### src/rtl/ps2kbd_pkg.sv
// Shared scan-code constants and the set-2 to ASCII translation for the PS/2 keyboard receiver.
// Pure definitions: no latency, no flow control.
package ps2kbd_pkg;

  localparam logic [7:0] SC_BREAK  = 8'hF0;
  localparam logic [7:0] SC_EXT    = 8'hE0;
  localparam logic [7:0] SC_LSHIFT = 8'h12;
  localparam logic [7:0] SC_RSHIFT = 8'h59;

  localparam int DEF_TIMEOUT_CYCLES = 5000;

  function automatic logic [7:0] scan_to_ascii(input logic [7:0] code, input logic shift);
    logic [15:0] pair;  // {unshifted, shifted}
    pair = 16'h0000;
    case (code)
      8'h1C: pair = "aA";  8'h32: pair = "bB";  8'h21: pair = "cC";  8'h23: pair = "dD";
      8'h24: pair = "eE";  8'h2B: pair = "fF";  8'h34: pair = "gG";  8'h33: pair = "hH";
      8'h43: pair = "iI";  8'h3B: pair = "jJ";  8'h42: pair = "kK";  8'h4B: pair = "lL";
      8'h3A: pair = "mM";  8'h31: pair = "nN";  8'h44: pair = "oO";  8'h4D: pair = "pP";
      8'h15: pair = "qQ";  8'h2D: pair = "rR";  8'h1B: pair = "sS";  8'h2C: pair = "tT";
      8'h3C: pair = "uU";  8'h2A: pair = "vV";  8'h1D: pair = "wW";  8'h22: pair = "xX";
      8'h35: pair = "yY";  8'h1A: pair = "zZ";
      8'h45: pair = 16'h3029;  8'h16: pair = 16'h3121;  8'h1E: pair = 16'h3240;
      8'h26: pair = 16'h3323;  8'h25: pair = 16'h3424;  8'h2E: pair = 16'h3525;
      8'h36: pair = 16'h365E;  8'h3D: pair = 16'h3726;  8'h3E: pair = 16'h382A;
      8'h46: pair = 16'h3928;
      8'h4E: pair = 16'h2D5F;  8'h55: pair = 16'h3D2B;  8'h41: pair = 16'h2C3C;
      8'h49: pair = 16'h2E3E;  8'h4A: pair = 16'h2F3F;  8'h4C: pair = 16'h3B3A;
      8'h52: pair = 16'h2722;  8'h54: pair = 16'h5B7B;  8'h5B: pair = 16'h5D7D;
      8'h5D: pair = 16'h5C7C;  8'h0E: pair = 16'h607E;
      8'h29: pair = 16'h2020;  8'h5A: pair = 16'h0D0D;  8'h66: pair = 16'h0808;
      8'h0D: pair = 16'h0909;  8'h76: pair = 16'h1B1B;
      default: pair = 16'h0000;
    endcase
    return shift ? pair[7:0] : pair[15:8];
  endfunction

endpackage

### src/rtl/ps2kbd_rx.sv
// PS/2 frame receiver: 2-flop sync, falling-edge sampling, parity/stop check, idle-bus timeout.
// byte_valid/frame_err pulse 1 cycle after the synced stop edge; no backpressure (keyboard cannot be stalled).
module ps2kbd_rx
  import ps2kbd_pkg::*;
#(
  parameter int TIMEOUT_CYCLES = DEF_TIMEOUT_CYCLES
) (
  input  logic       clk,
  input  logic       reset,
  input  logic       ps2clk,
  input  logic       ps2data,
  output logic [7:0] rx_byte,
  output logic       byte_valid,
  output logic       frame_err
);

  localparam int TW = $clog2(TIMEOUT_CYCLES + 1);
  localparam logic [TW-1:0] TO_LAST = TW'(TIMEOUT_CYCLES - 1);

  logic          clk_s1, clk_s2, clk_prev;
  logic          dat_s1, dat_s2;
  logic [3:0]    bit_cnt;
  logic [8:0]    shreg;  // {parity, data[7:0]} once all nine bits are in
  logic [TW-1:0] to_cnt;
  logic          fall;

  assign fall = clk_prev & ~clk_s2;

  always_ff @(posedge clk) begin
    if (reset) begin
      clk_s1     <= 1'b1;
      clk_s2     <= 1'b1;
      clk_prev   <= 1'b1;
      dat_s1     <= 1'b1;
      dat_s2     <= 1'b1;
      bit_cnt    <= 4'd0;
      shreg      <= 9'd0;
      to_cnt     <= '0;
      rx_byte    <= 8'h00;
      byte_valid <= 1'b0;
      frame_err  <= 1'b0;
    end else begin
      clk_s1     <= ps2clk;
      clk_s2     <= clk_s1;
      clk_prev   <= clk_s2;
      dat_s1     <= ps2data;
      dat_s2     <= dat_s1;
      byte_valid <= 1'b0;
      frame_err  <= 1'b0;
      if (fall) begin
        to_cnt <= '0;
        if (bit_cnt == 4'd0) begin
          // a high start bit is treated as noise, not as an error
          if (!dat_s2) bit_cnt <= 4'd1;
        end else if (bit_cnt < 4'd10) begin
          shreg   <= {dat_s2, shreg[8:1]};
          bit_cnt <= bit_cnt + 4'd1;
        end else begin
          bit_cnt <= 4'd0;
          if ((^shreg) && dat_s2) begin
            rx_byte    <= shreg[7:0];
            byte_valid <= 1'b1;
          end else begin
            frame_err <= 1'b1;
          end
        end
      end else if (bit_cnt != 4'd0) begin
        if (to_cnt == TO_LAST) begin
          to_cnt    <= '0;
          bit_cnt   <= 4'd0;
          frame_err <= 1'b1;
        end else begin
          to_cnt <= to_cnt + 1'b1;
        end
      end
    end
  end

endmodule

### src/rtl/ps2kbd.sv
// PS/2 set-2 keyboard to ASCII: make/break/extended decode with Shift tracking.
// ps2valid 2 cycles after the synced stop edge; ps2err passes straight from the receiver; no backpressure.
module ps2kbd
  import ps2kbd_pkg::*;
#(
  parameter int CLK_HZ         = 25000000,
  parameter int TIMEOUT_CYCLES = CLK_HZ / 5000
) (
  input  logic       clk,
  input  logic       reset,
  input  logic       ps2clk,
  input  logic       ps2data,
  output logic [7:0] ps2char,
  output logic       ps2valid,
  output logic       ps2err
);

  logic [7:0] rx_byte;
  logic       byte_valid;
  logic       brk, ext, shift;
  logic [7:0] ascii;
  logic       is_shift;

  ps2kbd_rx #(.TIMEOUT_CYCLES(TIMEOUT_CYCLES)) u_rx (
    .clk        (clk),
    .reset      (reset),
    .ps2clk     (ps2clk),
    .ps2data    (ps2data),
    .rx_byte    (rx_byte),
    .byte_valid (byte_valid),
    .frame_err  (ps2err)
  );

  always_comb begin
    ascii    = scan_to_ascii(rx_byte, shift);
    is_shift = (rx_byte == SC_LSHIFT) || (rx_byte == SC_RSHIFT);
  end

  always_ff @(posedge clk) begin
    if (reset) begin
      ps2char  <= 8'h00;
      ps2valid <= 1'b0;
      brk      <= 1'b0;
      ext      <= 1'b0;
      shift    <= 1'b0;
    end else begin
      ps2valid <= 1'b0;
      if (byte_valid) begin
        if (rx_byte == SC_BREAK) begin
          brk <= 1'b1;
        end else if (rx_byte == SC_EXT) begin
          ext <= 1'b1;
        end else if (brk) begin
          brk <= 1'b0;
          ext <= 1'b0;
          if (is_shift) shift <= 1'b0;
        end else if (ext) begin
          ext <= 1'b0;  // extended keys are swallowed
        end else if (is_shift) begin
          shift <= 1'b1;
        end else if (ascii != 8'h00) begin
          ps2char  <= ascii;
          ps2valid <= 1'b1;
        end
      end
    end
  end

endmodule

### config.mk
export PLATFORM = sky130hd
export DESIGN_NAME = ps2kbd
export DESIGN_NICKNAME = d
export VERILOG_FILES = /design/src/rtl/ps2kbd_pkg.sv /design/src/rtl/ps2kbd_rx.sv /design/src/rtl/ps2kbd.sv
export SDC_FILE = /design/constraint.sdc
export NUM_CORES = 1
export LEC_CHECK = 0
export ABC_AREA = 1
export BUFFER_PORTS_ARGS = -buffer_cell sky130_fd_sc_hd__buf_4
export CAP_MARGIN = 20
export CORE_MARGIN = 2
export CORE_UTILIZATION = 25
export DETAILED_ROUTE_END_ITERATION = 6
export GPL_TIMING_DRIVEN = 0
export PLACE_DENSITY = 0.49
export SLEW_MARGIN = 10
export SYNTH_ARGS = -nofsm -noshare
export SYNTH_HDL_FRONTEND = slang
export SYNTH_SLANG_ARGS = --single-unit
export TNS_END_PERCENT = 50
### constraint.sdc
create_clock -name clk -period 5.3 [get_ports clk]
set_clock_uncertainty 0.15 [all_clocks]
set_input_delay 0.795 -clock clk [delete_from_list [all_inputs] [get_ports clk]]
set_output_delay 0.795 -clock clk [all_outputs]
set_load 0.005 [all_outputs]
==> impl_summary.txt <==
----------------------------------------------------
[Synthesis]
  Syn Inst Count ... roughly 690
  Count of state elements after synthesis ... 66
  Cell area after technology mapping ... about 4300 um2
  EDFF count, synth ... 0
  Primary flip-flop cell chosen by synthesis mapping ... dfxtp_1
  Post-synthesis net count ... between 700 and 800
  Sequential share of the synthesized area ... 30.8%
  Syn Area/Cell ... about 6.2 um2
  Count of synthesis-stage warnings from yosys ... 0
  Distinct cells, synth ... 36
  Async set or reset register ratio after synthesis ... 0%

[Timing]
  Total negative setup slack ... 0 ns
  Worst slew margin ... ~60%
  Final setup slack of the worst path ... between 1.5 and 2 ns
  Hold Fails Final Rpt ... 0
  Final cycle utilization of the critical path ... ~65%
  Max-slew violations ... 0
  Highest achievable clock rate ... approximately 290 MHz
  Slew at the pin closest to its max-slew limit ... around 0.6 ns
  Final count of negative-setup-slack endpoints ... 0
  RSZ-0062 raised after global routing ... no
  Post-layout min period ... approximately 3.4 ns

[Floorplanning]
  Standard-cell rows ... 47
  Starting Density ... 25.7%
  Core outline area ... around 17000 um2
  Die area ... around 18000 um2
  Die span in x ... about 130 um
  Top-Level Pins ... 14
  Die Span Y ... about 130 um

[Global routing]
  Maximum number of pins on one net before global-route repair ... 12
  Most Used Layer, Global Route ... met2
  Total congestion overflow after global routing ... 0
  GRT Overall Usage ... between 10% and 20%
  Met1 Track Usage GR ... 19.0%
  Antenna violations before repair ... 0
  Vias in the first global route ... 4014
  Routing usage on met3 ... approximately 2.7%
  Met2 layer usage reported by global route ... 21.8%
  First-pass GRT wire length ... 20.3 mm

[Clocking]
  TritonCTS clock tree ... built
  Root buf cell ... clkbuf_16
  H-tree depth reported by CTS ... 3
  Clock latency at the later pin of the worst-skew pair ... between 0.3 and 0.4 ns
  Post-CTS repair timing setup buffer count ... 0
  Clock transition time at the flip-flop clock pins of the worst setup and hold paths ... 0.06 ns
  Number of cells upsized or downsized after cts ... 0
  Number of buffers inserted for hold repair after clock tree synthesis ... 0
  Clk sink count ... 66
  Buffers from clock root to sink, at most ... 2
  Num CTS Buffers ... 9

[Setup path]
  Type of origin of the critical path ... input pin
  Stage delay of the slowest cell on the critical path ... roughly 0.42 ns
  Worst endpoint data arrival time ... around 3.5 ns
  Cell seen most often among critical-path stages ... nand2_1
  Chain of cells forming the critical path ... clkbuf_1 -> inv_1 -> buf_4 -> clkbuf_1 -> nand2_1 -> ha_1 -> inv_1 -> nand3_4 -> nor2_1 -> nand2_1 -> and2_1 -> nand2_1 -> inv_1 -> nand2_1 -> nand2_1 -> nand2_1
  R2R Setup Slk ... about 2 ns
  Data required time at the worst endpoint ... about 5.4 ns
  Type of element capturing the critical path ... flop
  Slowest stage cell on the critical path ... clkbuf_1
  Maximum fanout along the worst path ... 10
  Setup Crit Path Kind ... input pin to flop

[Place]
  Placed instance area ... 4640 um2
  Number of cells in the design after placement ... around 920
  Minimum setup slack after placement ... 1.52 ns
  RePlAce Congestion ... just under 1
  Detailed-placement wirelength estimate ... about 9.6 mm
  Number of port buffers ... 11

[Outcome]
  Result of the run ... finished clean

[Layout]
  Area added between synthesis and finish ... 16.3%
  Most frequent standard cell in the layout excluding fill and tap cells ... nand2_1
  Commonest cells after routing, fill and taps aside ... 201 x nand2_1, 81 x inv_1, 67 x nand3_1, 66 x dfxtp_1, 62 x nor2_1
  FILL cells ... roughly 1900
  Ratio of cells with drive above 1 in the final layout ... ~11%
  Non-filler instance count after layout ... slightly above 900
  Diodes inserted ... 0
  Count of nets after finishing ... 725
  Post-route cell area ... ~5000 um2

[Drt]
  Post-route antenna net violation count ... 0
  Routed vias ... about 4400
  WL per Instance ... 13.3 um
  Number of DRC markers after the initial detailed-route iteration ... roughly 340
  Routed via count divided by cell count ... around 4.7
  Number of remaining DRC errors ... 0
  Routed wire length ... ~12 mm
  DRT Pass-1 Iters ... 5

[Power]
  Leakage power total ... about 2.5 nW
  PwrDens ... about 240 nW/um2
  Overall Power ... 1.20 mW
  Largest vdd supply drop ... 0.000166 V

[Run]
  Max-cap viol count ... 0

[Worst hold path]
  Path class of the lowest-slack min-delay path ... flop to flop

----------------------------------------------------
==> critical path: cells and delay by family <==
family	cells	cell delay (ns)
simple gates	9	1.21
fa+ha+maj	1	0.35
buf+inv	6	1.15
==> routing by layer <==
layer	share of wire, %	vias to the layer above
li1	-	2272
met1	48	1930
met2	43	139
met3	6.4	29
met4	2.2	0
met5	0	-
==> final cells by class <==
cell class	instances	area (um2)	share of cell area [%]
inverter	86	323	6.48
tap	220	275	5.52
sequential	66	1320	26.5
timing repair buffer	12	87.6	1.76
buffer	24	151	3.04
clock buffer	10	229	4.59
multi-input combinational	511	2490	50.0
clock inverter	6	105	2.11
==> cell families after synthesis <==
| logic type | after synthesis | synth area share (%) |
|---|---|---|
| xor+xnor | 1 | 0.204 |
| buf+inv | 110 | 11.1 |
| simple gates | 395 | 41.7 |
| other cells | 1 | 0.0875 |
| compound gates | 103 | 13.0 |
| fa+ha+maj | 11 | 3.21 |
| flops | 66 | 30.8 |
==> through the flow <==
stage | hold WS, ns | utilization, %
6_report | 0.264 | 29.8
3_5_place_dp | 0.253 | 27.8
5_1_grt | 0.285 | 29.8
4_1_cts | 0.272 | 29.8
2_1_floorplan | 0.239 | -
3_3_place_gp | 0.244 | 27.8
==> where the power goes <==
group / total (mW) / switching [mW] / internal (mW)
Clock: 0.668 / 0.211 / 0.457
Combinational: 0.0299 / 0.0209 / 0.00900
Sequential: 0.501 / 0.00157 / 0.499
Total: 1.20 / 0.233 / 0.965
==> path summary, 6_finish.rpt <==
| path | endpoint | cells after the start | start |
|---|---|---|---|
| worst max-delay path | flop | 16 | reset |
| worst min-delay path | u_rx.dat_s2 | 1 | u_rx.dat_s1 |
| worst max register to register | flop | 22 | u_rx.shreg[1] |
| worst min register to register | u_rx.dat_s2 | 1 | u_rx.dat_s1 |
==> cell usage after synthesis, types with 2 or more instances <==
master / count / share of area, %
a21oi_2: 2 / 0.41
nand3_1: 67 / 7.8
nor3_1: 12 / 1.4
a211oi_1: 2 / 0.35
clkbuf_1: 9 / 0.79
o21ai_0: 38 / 4.4
nor2_1: 62 / 5.4
buf_2: 4 / 0.47
nand2_2: 9 / 1.3
o211ai_1: 3 / 0.53
a31oi_1: 2 / 0.29
nor4_1: 5 / 0.73
buf_4: 7 / 1.2
nor2_4: 3 / 0.79
inv_2: 5 / 0.44
buf_6: 4 / 1.1
ha_1: 11 / 3.2
nand4_1: 15 / 2.2
nand2_4: 3 / 0.79
dfxtp_1: 66 / 31
nand2_1: 201 / 18
nor2_2: 6 / 0.88
inv_1: 81 / 7.1
nand3_2: 4 / 0.93
a21oi_1: 49 / 5.7
o21ai_1: 3 / 0.35
or2_2: 5 / 0.73
Note: power is estimated with default switching activity, not from simulation.
